**src/rtl/mcmem_arbiter.sv**
```systemverilog
// mcmem_arbiter: fetch/data arbiter and wait-state sequencer for the unified memory.
// Define MCMEM_ARB_RR_EN for round-robin tie breaking; default is data-over-fetch priority.
`timescale 1ns/1ps
module mcmem_arbiter #(
    parameter int WAIT_CYCLES = 1
) (
    input  logic        clk,
    input  logic        clrn,
    input  logic        i_req,
    input  logic [31:0] i_addr,
    output logic [31:0] i_rdata,
    output logic        i_ack,
    input  logic        d_req,
    input  logic        d_we,
    input  logic [31:0] d_addr,
    input  logic [31:0] d_wdata,
    output logic [31:0] d_rdata,
    output logic        d_ack,
    output logic [31:0] mem_addr,
    output logic [31:0] mem_datain,
    output logic        mem_we,
    input  logic [31:0] mem_dataout
);

    localparam logic [1:0] IDLE = 2'd0;
    localparam logic [1:0] BUSY = 2'd1;
    localparam logic [1:0] DONE = 2'd2;

    localparam logic [3:0] WAIT_INIT = 4'(WAIT_CYCLES);

    logic [1:0]  state;
    logic [3:0]  cnt;
    logic        own_d;
    logic        we_q;
    logic [31:0] addr_q;
    logic [31:0] wdata_q;
    logic        grant_d;
    logic        busy;
    logic        last_cyc;

`ifdef MCMEM_ARB_RR_EN
    logic last_d;

    // On a tie, hand the grant to whoever was not served last.
    assign grant_d = d_req & (~i_req | ~last_d);

    always_ff @(posedge clk or negedge clrn) begin
        if (!clrn) begin
            last_d <= 1'b0;
        end else if (state == IDLE && (i_req | d_req)) begin
            last_d <= grant_d;
        end
    end
`else
    assign grant_d = d_req;
`endif

    assign busy     = (state == BUSY);
    assign last_cyc = busy & (cnt == 4'd0);

    always_ff @(posedge clk or negedge clrn) begin
        if (!clrn) begin
            state   <= IDLE;
            cnt     <= 4'd0;
            own_d   <= 1'b0;
            we_q    <= 1'b0;
            addr_q  <= '0;
            wdata_q <= '0;
            i_rdata <= '0;
            d_rdata <= '0;
        end else begin
            unique case (state)
                IDLE: begin
                    if (i_req | d_req) begin
                        state   <= BUSY;
                        own_d   <= grant_d;
                        we_q    <= grant_d & d_we;
                        addr_q  <= grant_d ? d_addr : i_addr;
                        wdata_q <= grant_d ? d_wdata : '0;
                        cnt     <= WAIT_INIT;
                    end
                end
                BUSY: begin
                    if (cnt == 4'd0) begin
                        state <= DONE;
                        // Writes leave both read registers untouched.
                        if (!we_q) begin
                            if (own_d) begin
                                d_rdata <= mem_dataout;
                            end else begin
                                i_rdata <= mem_dataout;
                            end
                        end
                    end else begin
                        cnt <= cnt - 4'd1;
                    end
                end
                DONE: begin
                    state <= IDLE;
                end
                default: begin
                    state <= IDLE;
                end
            endcase
        end
    end

    assign mem_addr   = busy ? addr_q : '0;
    assign mem_datain = busy ? wdata_q : '0;
    assign mem_we     = last_cyc & we_q;

    assign i_ack = (state == DONE) & ~own_d;
    assign d_ack = (state == DONE) & own_d;

endmodule

```
**config.mk**
```make
export PLATFORM = sky130hd
export DESIGN_NAME = mcmem_arbiter
export DESIGN_NICKNAME = d
export VERILOG_FILES = /design/src/rtl/mcmem_arbiter.sv
export SDC_FILE = /design/constraint.sdc
export NUM_CORES = 1
export LEC_CHECK = 0
export ABC_CLOCK_PERIOD_IN_PS = 4000
export CAP_MARGIN = 40
export CORE_MARGIN = 5
export CORE_UTILIZATION = 30
export DETAILED_ROUTE_END_ITERATION = 16
export SETUP_SLACK_MARGIN = 0.15
export SLEW_MARGIN = 20
export SYNTH_ARGS = -nofsm -noshare
export SYNTH_HDL_FRONTEND = slang
export SYNTH_SLANG_ARGS = --single-unit
```
**constraint.sdc**
```tcl
create_clock -name clk -period 4 [get_ports clk]
set_input_delay 0.8 -clock clk [delete_from_list [all_inputs] [get_ports clk]]
set_output_delay 0.8 -clock clk [all_outputs]
set_load 0.01 [all_outputs]
```
Word level (Yosys, flattened, before mapping) --
Index checks and enable logic that the tools add are counted.
Word-level totals: input bits 133, register bits 136, word-level logic and storage cells 40, output and inout port bits 131
Operators by class: mux-type cells 10, reduce and logical (&&, ||, !) cells 8, add/sub/neg operators 1, equal/unequal tests 5, bitwise logic cells 8
Operators with widths (count):
- $mux W32 | 4
- $mux W4 | 2
- $pmux W4 S2 | 1
- $reduce_and A4 Y1 | 2
- $and A1 B1 Y1 | 5
- $logic_not A4 Y1 | 1
- $mux W2 | 2
- $ne A2 B2 Y1 const B | 2
- $pmux W2 S2 | 1
- $reduce_and A2 Y1 | 2
- $sub A4 B1 Y4 const B | 1
- $reduce_and A3 Y1 | 1
- $eq A2 B1 Y1 const B | 1
- $eq A2 B2 Y1 const B | 1
- $logic_not A2 Y1 | 1
- $ne A2 B1 Y1 const B | 1
- $not A1 Y1 | 2
- $reduce_bool A2 Y1 | 1
- $or A1 B1 Y1 | 1

Longest topological paths before layout --
Gate-level depths: netlist of run 1.
word-level depth 3, depth in mapped cells 7, depth with buffers taken out 5

Least setup slack after synthesis of run 1 --
OpenSTA, ideal clock, no wires.
kind input -> register, start input port d_req, end register wdata_q[10], setup time 121 ps, stages on the path 6, slack 1896 ps, data required time 3879 ps, buffers on the path 3, arrival 1983 ps, cell sequence clkbuf_1 nor2_1 or2_1 buf_2 buf_2 a22o_1
On the way: cells in the longest elaborated chain, start to end 2, elaborated cells on any way between the ends 3, those cells by class mux (1); bitwise (1); reduce/logical (1)
RTL lines:
- from (decl) | line 13 | input logic d_req,
- $or A1 B1 Y1 | line 74 | if (i_req | d_req) begin
- $reduce_and A2 Y1 (no source line)
- to (signal assigned) | line 79 | wdata_q <= grant_d ? d_wdata : '0;
- to (decl) | line 36 | logic [31:0] wdata_q;
Parallel ways exist; a longest one is shown, timed or not. A chain may end at the register's enable or synchronous reset.

Worst setup path after layout of run 1 --
start register state[1], end output port mem_datain[5]
On the way: cells in the longest elaborated chain, start to end 2
RTL lines:
- from (decl) | line 31 | logic [1:0] state;
- from (signal assigned) | line 63 | state <= IDLE;
- from (signal assigned) | line 75 | state <= BUSY;
- from (signal assigned) | line 85 | state <= DONE;
- $eq A2 B1 Y1 | line 58 | assign busy = (state == BUSY);
- $mux W32 | line 109 | assign mem_datain = busy ? wdata_q : '0;
- to (decl) | line 20 | output logic [31:0] mem_datain,
Every way passes these cells.

==> results by group, run 1 <==
Detailed routing
  – DR vias/cell: 4.56
  – # DRC: 0
  – Detailed Route Iter0 Violations: 138
  – Detail Route Antenna Nets: 0
  – Drt total wl: 17000 um
  – Vias: 4548
  – DR WL/cell: 17.1 um
  – DR pass1 iterations: 4

Timing
  – Min Tclk post-route: 3.03 ns
  – Post-route clock period utilization: 0.757
  – Setup TNS: 0 ns
  – Fin. Hold Viols: 0
  – # setup viols final: 0
  – Final Skew: 0.00943 ns
  – RSZ-0062 raised after global routing: no
  – Final worst slack: 0.970 ns
  – Worst hold-check slack: 0.283 ns
  – Worst-margin pin slew: 0.714 ns
  – Final Max Slew Viols: 0
  – Slew headroom: 0.524
  – Achievable frequency: 0.330 GHz

Clocking
  – Setup Buffers After CTS: 0
  – Hold-fix buffers, CTS: 0
  – Max H-tree Level: 4
  – Worst-skew pair later-pin latency: 0.42 ns
  – Sink Count: 136
  – Clock Tree Buf Depth: 2
  – Resized cells post-CTS: 0
  – CTS tree: yes
  – Number of CTS-inserted buffers: 17
  – Clock slew seen by the registers of the worst setup and hold paths: 0.06 ns
  – Root Buffer: clkbuf_16

Setup path
  – Slowest Stage Delay on Critical Path: 0.55 ns
  – Startpoint Class: flip-flop
  – R2R Setup Slk: 1.75 ns
  – Slowest cell on the critical path: clkdlybuf4s50_1
  – CP Class: reg2out
  – Worst r2r path cells: 6
  – Worst EP arrival: 2.23 ns
  – Worst Path Required: 3.20 ns
  – Critical path, cell by cell: nor2b_4, buf_4, and2_1, clkdlybuf4s50_1
  – Crit Reg-Reg Startpoint: cnt[1]
  – Critical Path Start: state[1]
  – Setup crit end: mem_datain[5]
  – WP buf/inv: 2
  – CP Depth: 4
  – Worst reg2reg path endpoint: i_rdata[7]
  – CP Max Fanout: 66
  – CP top delay family: buffers and inverters
  – CP Capture Type: primary output

Place
  – Placed insts: 965
  – Dpl ws: 1.19 ns
  – Routability Congestion: 0.775
  – Port Buffers: 263
  – Hpwl dp: 12300 um
  – DP Area: 8900 um^2

Run
  – Max Cap Viol: 0

Logic synthesis
  – Yosys cell types: 34
  – Syn_nets: 598
  – Syn Inst Count: 463
  – Top-area cell type share of the netlist area: 0.566
  – Number of flops mapped to enable cells by yosys: 0
  – Sequential area share after synthesis: 0.566
  – Primary FF master, synth: dfrtp_1
  – Largest area contributor in the netlist: dfrtp_1
  – Area of the mapped netlist: 6010 um^2
  – Mean Syn Cell Area: 13.0 um^2
  – Synth warnings: 0
  – Asr flop ratio synth: 1.00
  – Register bit count reported by yosys: 136
  – Most common cell in the netlist: dfrtp_1
  – Synth top cells by count: dfrtp_1, o21ai_0, and2_1
  – Ranking of synthesized cells by area: dfrtp_1, mux2_4, and2_1

Cells and area
  – Multi-input gate area in the final layout: 2410 um^2
  – # diodes: 0
  – Share of layout cells above drive strength 1: 0.158
  – # fillers: 1765
  – Register Area: 3400 um^2
  – Area Growth Syn to Fin: 58.2%
  – Nets@finish: 854
  – Final instance area: 9510 um^2
  – Non-Filler Instances: 997

GRT
  – Initial antenna violation count: 0
  – First-pass GRT wire length: 26700 um
  – Total grt overflow: 0
  – Vias in the first global route: 5035
  – Total global-route track usage: 0.149
  – Largest net degree at the start of global routing: 78

Power and ir drop
  – Cell Pwr Density: 788 nW/um^2
  – Peak supply drop: 267 uV
  – Leak pwr: 4.12 nW

Floorplan
  – # IOs: 264
  – Die Height: 152 um
  – Core box area: 19600 um^2
  – Chip Width: 152 um
  – Initial Util: 0.307
  – Die area: 23000 um^2
  – Std-Cell Rows: 51

Status
  – Outcome: completed

Min path
  – Min-Delay Path Class: in2async
stage by stage:
step / power, mW / utilization
after floorplan: 4.09 / -
after global placement: 5.84 / 0.452
after detailed placement: 5.96 / 0.454
after CTS: 7.63 / 0.485
after global routing: 7.99 / 0.485
final: 7.49 / 0.485
layer usage:
layer | vias up | GRT usage | routed length (um)
li1 | 2151 | - | -
met1 | 2208 | 0.188 | 7460
met2 | 175 | 0.247 | 8130
met3 | 14 | 0.0464 | 1260
met4 | 0 | 0.0427 | 182
met5 | - | 0 | 0
worst min-delay path by stage:
stage	from	to	slack (ns)	cells past startpoint
3_5_place_dp	d_rdata[30]	d_rdata[30]	0.48	1
5_1_grt	clrn	d_rdata[2]	0.29	1
4_1_cts	clrn	d_rdata[6]	0.28	1
3_3_place_gp	d_rdata[30]	d_rdata[30]	0.48	1
6_report	clrn	d_rdata[2]	0.28	1
2_1_floorplan	wdata_q[0]	wdata_q[0]	0.46	1
power by group:
part / total (mW) / switching [mW] / leakage (nW) / internal (mW)
registers: 2.39 / 0.343 / 1.65 / 2.05
logic: 3.50 / 1.44 / 2.18 / 2.06
clock network: 1.61 / 0.662 / 0.290 / 0.947
total: 7.49 / 2.44 / 4.12 / 5.05
worst register-to-register path, cell delays in order (launching register included):
cell and delay, ns:
dfrtp_1 0.38, inv_1 0.10, ha_1 0.18, nand2b_1 0.12, or4b_2 0.62, buf_4 0.34, mux2_4 0.39
area by class of cell:
type / instances / share of cell area
clock buffer: 17 / 0.0447
clock inverter: 15 / 0.0189
inverter: 4 / 0.00158
multi-input combinational: 287 / 0.253
sequential: 136 / 0.358
tap: 265 / 0.0349
timing repair buffer: 273 / 0.289
cell usage in the layout (no fill, tap or decap), types with 3 or more instances in the layout:
| cell | n |
|---|---|
| inv_6 | 6 |
| mux2i_1 | 33 |
| dfrtp_1 | 136 |
| inv_1 | 4 |
| mux2_2 | 33 |
| buf_4 | 8 |
| mux2_4 | 30 |
| clkbuf_16 | 17 |
| o21ai_0 | 68 |
| a22o_1 | 33 |
| inv_8 | 4 |
| and2_1 | 65 |
| clkdlybuf4s50_1 | 261 |
| clkinvlp_4 | 3 |
kinds of logic (layout without fill, tap and decap cells):
family	after synthesis	in the layout	share of synthesized area
AO/OA/AOI/OAI	105	105	0.110
AND/OR/NAND/NOR	82	82	0.0885
flip-flops	136	136	0.566
multiplexers	98	98	0.196
buffers and inverters	40	309	0.0358
adder cells (fa/ha/maj)	2	2	0.00416
registers in the layout (all words and copies together), names as in the netlist:
register	cells
own_d	1
cnt	4
we_q	1
d_rdata	32
wdata_q	32
i_rdata	32
addr_q	32
state	2
(Power assumes the default switching activity.)
==> run 2: changes to the inputs <==
--- a/config.mk
+++ b/config.mk
@@ -5,7 +5,7 @@
 export SDC_FILE = /design/constraint.sdc
 export NUM_CORES = 1
 export LEC_CHECK = 0
-export ABC_CLOCK_PERIOD_IN_PS = 4000
+export ABC_CLOCK_PERIOD_IN_PS = 3160
 export CAP_MARGIN = 40
 export CORE_MARGIN = 5
 export CORE_UTILIZATION = 30
==> constraint.sdc (replaced) <==
create_clock -name clk -period 3.16 [get_ports clk]
set_input_delay 0.632 -clock clk [delete_from_list [all_inputs] [get_ports clk]]
set_output_delay 0.632 -clock clk [all_outputs]
set_load 0.01 [all_outputs]
==> results by group, run 2 (synthesis gave the netlist of run 1 again) <==
Floorplan
  – Chip Width: 152 um (unchanged)
  – Die area: 23000 um^2 (unchanged)
  – Initial Util: 0.307 (unchanged)
  – Std-Cell Rows: 51 (unchanged)
  – Die Height: 152 um (unchanged)
  – # IOs: 264 (unchanged)
  – Core box area: 19600 um^2 (unchanged)

Power and ir drop
  – Leak pwr: 4.12 nW (+0.19%)
  – Cell Pwr Density: 1000 nW/um^2 (+27%)
  – Comb pwr share: 0.462 (-0.005)
  – Peak supply drop: 409 uV (+53%)
  – Clock network power share: 0.220 (+0.005)
  – Seq pwr share: 0.318 (about the same)
  – Switch share: 0.323 (-0.00273)
  – Power Internal: 6.47 mW (+28%)
  – Switching power: 3.09 mW (+26%)

Detailed routing
  – DR pass1 iterations: 4 (unchanged)
  – Detail Route Antenna Nets: 0 (unchanged)
  – Vias: 4585 (+0.81%)
  – DR vias/cell: 4.60 (+0.81%)
  – # DRC: 0 (unchanged)
  – Drt total wl: 17300 um (+1.3%)
  – Detailed Route Iter0 Violations: 167 (+21%)
  – DR WL/cell: 17.3 um (+1.3%)

Cells and area
  – Share of layout cells above drive strength 1: 0.158 (unchanged)
  – # diodes: 0 (unchanged)
  – Fin util: 0.486 (+0.000703)
  – Final instance area: 9520 um^2 (+0.14%)
  – Leading cell type in the layout, fill and taps excluded: clkdlybuf4s50_1
  – Nets@finish: 854 (unchanged)
  – # fillers: 1769 (+0.23%)
  – Commonest cells after routing, fill and taps aside: clkdlybuf4s50_1, dfrtp_1, o21ai_0, and2_1
  – Multi-input gate area in the final layout: 2410 um^2 (+0.10%)
  – Area Growth Syn to Fin: 58.4%
  – Register Area: 3400 um^2 (unchanged)

Timing
  – Final Max Slew Viols: 0 (unchanged)
  – Achievable frequency: 0.360 GHz
  – RSZ-0062 raised after global routing: no
  – # setup viols final: 0 (unchanged)
  – Slew headroom: 0.518 (-0.00610)
  – Min Tclk post-route: 2.78 ns
  – Setup TNS: 0 ns (unchanged)
  – Post-route clock period utilization: 0.880
  – Fin. Hold Viols: 0 (unchanged)
  – Worst-margin pin slew: 0.723 ns (+0.00915 ns)
  – Worst hold-check slack: 0.178 ns (-0.105 ns)
  – Final Skew: 0.00815 ns (-0.00128 ns)

Run
  – Max Cap Viol: 0 (unchanged)

Place
  – Port Buffers: 263 (unchanged)
  – DP Area: 8890 um^2 (-0.11%)
  – Hpwl dp: 12300 um (about the same)
  – Routability Congestion: 0.756 (-2.3%)

Clocking
  – Hold-fix buffers, CTS: 0 (unchanged)
  – Max H-tree Level: 4 (unchanged)
  – Number of CTS-inserted buffers: 17 (unchanged)
  – Clock Tree Buf Depth: 2 (unchanged)
  – Sink Count: 136 (unchanged)
  – Clock slew seen by the registers of the worst setup and hold paths: 0.06 ns (about the same)
  – Root Buffer: clkbuf_16
  – Worst-skew pair later-pin latency: 0.41 ns (about the same)
  – Setup Buffers After CTS: 0 (unchanged)
  – CTS tree: yes

GRT
  – Total grt overflow: 0 (unchanged)
  – Vias in the first global route: 5027 (-0.16%)
  – Largest net degree at the start of global routing: 68 (-13%)
  – First-pass GRT wire length: 26600 um (-0.31%)
  – Initial antenna violation count: 0 (unchanged)
  – Total global-route track usage: 0.148 (-0.000575)

Setup path
  – Startpoint Class: flip-flop
  – CP Capture Type: primary output
  – CP Max Fanout: 66 (unchanged)
  – Worst Path Required: 2.53 ns (-0.67 ns)
  – Worst EP arrival: 2.15 ns (-0.08 ns)
  – CP Class: reg2out

Min path
  – Min-Delay Path Class: in2async

Status
  – Outcome: completed
run 2: cell count changes in the layout (fill, tap and decap cells not counted), sizes merged:
cell | previous run | this run
inv | 14 | 11
clkinv | 0 | 2
bufinv | 2 | 3
clkbuf | 17 | 18
clkinvlp | 3 | 2
run 2: worst paths after layout:
check / slack, ns / to / start / depth (start not counted)
setup / recovery: 0.38 / mem_datain[2] / state[1] / 4
min in group clk: 0.50 / d_rdata[30] / d_rdata[30] / 1
max in group asynchronous: 2.13 / d_rdata[9] / clrn / 2
hold / removal: 0.18 / i_rdata[1] / clrn / 1
hold reg to reg: 0.50 / d_rdata[30] / d_rdata[30] / 1
setup reg to reg: 0.88 / i_rdata[17] / cnt[0] / 6
run 2: final cells by class:
cell class | count | share of cell area
clock inverter | 14 | 0.0196
tap | 265 | 0.0348
clock buffer | 18 | 0.0461
sequential | 136 | 0.357
multi-input combinational | 287 | 0.253
inverter | 4 | 0.00158
timing repair buffer | 273 | 0.287
run 2: power groups by stage:
stage / clock network, mW / logic [mW] / registers (mW)
floorplan: 0 / 2.03 / 3.15
global placement: 0 / 4.38 / 3.04
detailed placement: 0 / 4.47 / 3.06
CTS: 2.17 / 4.49 / 3.05
global route: 2.24 / 4.76 / 3.15
finish: 2.10 / 4.41 / 3.04
run 2: what timing repair did:
| action | in CTS | in global routing |
|---|---|---|
| endpoints found under the hold margin | 0 | 0 |
| gates resized for setup | 0 | 1 |
| setup endpoints to repair | 0 | 44 |
run 2: through the flow:
stage,power (mW),instances,worst slack (ns)
after floorplan,5.18,463,1.22
after global placement,7.41,963,0.617
after detailed placement,7.53,965,0.672
after CTS,9.70,997,0.221
after global routing,10.1,997,0.225
final,9.56,997,0.379
run 2: layer usage:
layer | vias to the layer above | track usage | share of wire
met1 | 2253 | 0.186 | 0.43
li1 | 2145 | - | -
met4 | 0 | 0.0467 | 0.012
met3 | 14 | 0.0422 | 0.074
met5 | - | 0 | 0
met2 | 173 | 0.248 | 0.49
run 2: critical path, stage by stage, from the launching register on:
cell and delay (ns):
dfrtp_1 0.46, nor2b_4 0.14, buf_6 0.35, and2_1 0.22, clkdlybuf4s50_1 0.55
==> run 3: changes to the inputs <==
--- a/config.mk
+++ b/config.mk
@@ -9,8 +9,10 @@
 export CAP_MARGIN = 40
 export CORE_MARGIN = 5
 export CORE_UTILIZATION = 30
+export CTS_BUF_LIST = sky130_fd_sc_hd__clkbuf_16
 export DETAILED_ROUTE_END_ITERATION = 16
-export SETUP_SLACK_MARGIN = 0.15
+export RECOVER_POWER = 100
+export SETUP_SLACK_MARGIN = 0.05
 export SLEW_MARGIN = 20
 export SYNTH_ARGS = -nofsm -noshare
 export SYNTH_HDL_FRONTEND = slang
==> results by group, run 3 (synthesis gave the netlist of run 1 again) <==
Clocking
  – Max H-tree Level: 4 (unchanged)
  – Root Buffer: clkbuf_16
  – Number of CTS-inserted buffers: 17 (unchanged)
  – Sink Count: 136 (unchanged)
  – Resized cells post-CTS: 0 (unchanged)
  – Clock Tree Buf Depth: 2 (unchanged)
  – Setup Buffers After CTS: 0 (unchanged)
  – Worst-skew pair later-pin latency: 0.41 ns (about the same)
  – Hold-fix buffers, CTS: 0 (unchanged)
  – CTS tree: yes
  – Clock slew seen by the registers of the worst setup and hold paths: 0.06 ns (about the same)

Setup path
  – CP top delay family: buffers and inverters
  – CP Max Fanout: 66 (unchanged)
  – CP Capture Type: primary output
  – Slowest cell on the critical path: dlygate4sd3_1
  – Critical Path Start: state[1]
  – Worst Path Required: 2.53 ns (about the same)
  – CP Class: reg2out
  – Startpoint Class: flip-flop
  – Crit Reg-Reg Startpoint: state[1]
  – Slowest Stage Delay on Critical Path: 0.62 ns (+0.07 ns)
  – Worst EP arrival: 2.32 ns (+0.17 ns)
  – Critical path, cell by cell: nor2b_4, buf_4, and2_1, dlygate4sd3_1
  – WP buf/inv: 2 (unchanged)

Cells and area
  – Area Growth Syn to Fin: 55.4%
  – Share of layout cells above drive strength 1: 0.111 (-0.0478)
  – Fin util: 0.477 (-0.00920)
  – Nets@finish: 854 (unchanged)
  – Commonest cells after routing, fill and taps aside: clkdlybuf4s50_1, dfrtp_1, dlygate4sd3_1, o21ai_0, and2_0
  – # diodes: 0 (unchanged)
  – # fillers: 1804 (+2.0%)
  – Leading cell type in the layout, fill and taps excluded: clkdlybuf4s50_1

Timing
  – Fin. Hold Viols: 0 (unchanged)
  – Achievable frequency: 0.339 GHz (-5.7%)
  – Setup TNS: 0 ns (unchanged)
  – Final Max Slew Viols: 0 (unchanged)
  – Worst hold-check slack: 0.487 ns (+0.308 ns)
  – # setup viols final: 0 (unchanged)
  – Final Skew: 0.00731 ns (-0.000841 ns)
  – Worst-margin pin slew: 1.44 ns (+0.717 ns)
  – Post-route clock period utilization: 0.933 (+0.0529)
  – Slew headroom: 0.0399 (-0.478)
  – RSZ-0062 raised after global routing: no
  – Min Tclk post-route: 2.95 ns (+0.167 ns)

Detailed routing
  – DR WL/cell: 17.1 um (-0.96%)
  – DR top layer: met4
  – Metal3 WL: 1260 um (-1.8%)
  – Detailed Route Iter0 Violations: 155 (-7.2%)
  – WL met2: 8220 um (-1.9%)
  – # DRC: 0 (unchanged)
  – Detail Route Antenna Nets: 0 (unchanged)
  – Length of routed wiring on met1: 7370 um (-0.22%)
  – Drt total wl: 17100 um (-0.96%)
  – DR pass1 iterations: 4 (unchanged)
  – Vias: 4558 (-0.59%)
  – DR vias/cell: 4.57 (-0.59%)

Min path
  – Hold_sp: i_rdata[19]
  – Min-Delay Path Class: reg2reg

Power and ir drop
  – Cell Pwr Density: 966 nW/um^2 (-3.7%)
  – Tot Pwr: 9.03 mW (-5.6%)
  – Peak supply drop: 405 uV (-0.87%)
  – Leak pwr: 3.97 nW (-3.8%)

GRT
  – Total grt overflow: 0 (unchanged)
  – Total global-route track usage: 0.148 (-0.000181)
  – Largest net degree at the start of global routing: 68 (unchanged)
  – First-pass GRT wire length: 26600 um (about the same)
  – Vias in the first global route: 5024 (-0.060%)
  – Initial antenna violation count: 0 (unchanged)

Floorplan
  – Core box area: 19600 um^2 (unchanged)
  – Initial Util: 0.307 (unchanged)
  – Die Height: 152 um (unchanged)
  – Chip Width: 152 um (unchanged)
  – # IOs: 264 (unchanged)
  – Std-Cell Rows: 51 (unchanged)
  – Die area: 23000 um^2 (unchanged)

Place
  – Port Buffers: 263 (unchanged)
  – Routability Congestion: 0.756 (unchanged)
  – Hpwl dp: 12300 um (unchanged)

Status
  – Outcome: completed

Run
  – Max Cap Viol: 0 (unchanged)
[run 3: changes by cell type in the layout (fill, tap and decap cells not counted), sizes merged]
cell / delta
buf: -6
clkbuf: +5
clkdlybuf4s50: -85
clkinv: +1
dlygate4sd3: +85
[run 3: area by class of cell]
| class | instances | area (um^2) | area share |
|---|---|---|---|
| Sequential cell | 136 | 3400 | 0.364 |
| Timing Repair Buffer | 273 | 2690 | 0.288 |
| Multi-Input combinational cell | 287 | 2290 | 0.245 |
| Clock buffer | 17 | 425 | 0.0455 |
| Tap cell | 265 | 332 | 0.0355 |
| Clock inverter | 15 | 190 | 0.0204 |
| Inverter | 4 | 15.0 | 0.00161 |
[run 3: routing by layer]
layer	vias up	global-route usage
met5	-	0
met4	0	0.0467
met3	19	0.0422
met2	166	0.248
met1	2224	0.186
li1	2149	-
[run 3: power by group]
| part | leakage [nW] | switching [mW] | total, mW | internal [mW] |
|---|---|---|---|---|
| registers | 1.65 | 0.424 | 3.01 | 2.59 |
| logic | 2.02 | 1.79 | 3.94 | 2.15 |
| clock network | 0.295 | 0.812 | 2.07 | 1.26 |
| total | 3.97 | 3.03 | 9.03 | 6.00 |
[run 3: path summary, 6_finish.rpt]
check | slack [ns] | cells after the start | end
max in group asynchronous | 0.71 | 2 | wdata_q[4]
min in group asynchronous | 0.53 | 1 | i_rdata[1]
worst max-delay path | 0.21 | 4 | mem_addr[26]
worst max register to register | 0.40 | 5 | wdata_q[29]
worst min-delay path | 0.49 | 1 | i_rdata[19]
worst min register to register | 0.49 | 1 | i_rdata[19]
[run 3: per-stage QoR]
step	instance area, um^2	setup slack, ns	std cells
after global placement	8860	0.617	963
after CTS	9510	0.221	997
after detailed placement	8890	0.672	965
final	9340	0.212	997
after global routing	9340	0.0562	997
after floorplan	6010	1.22	463
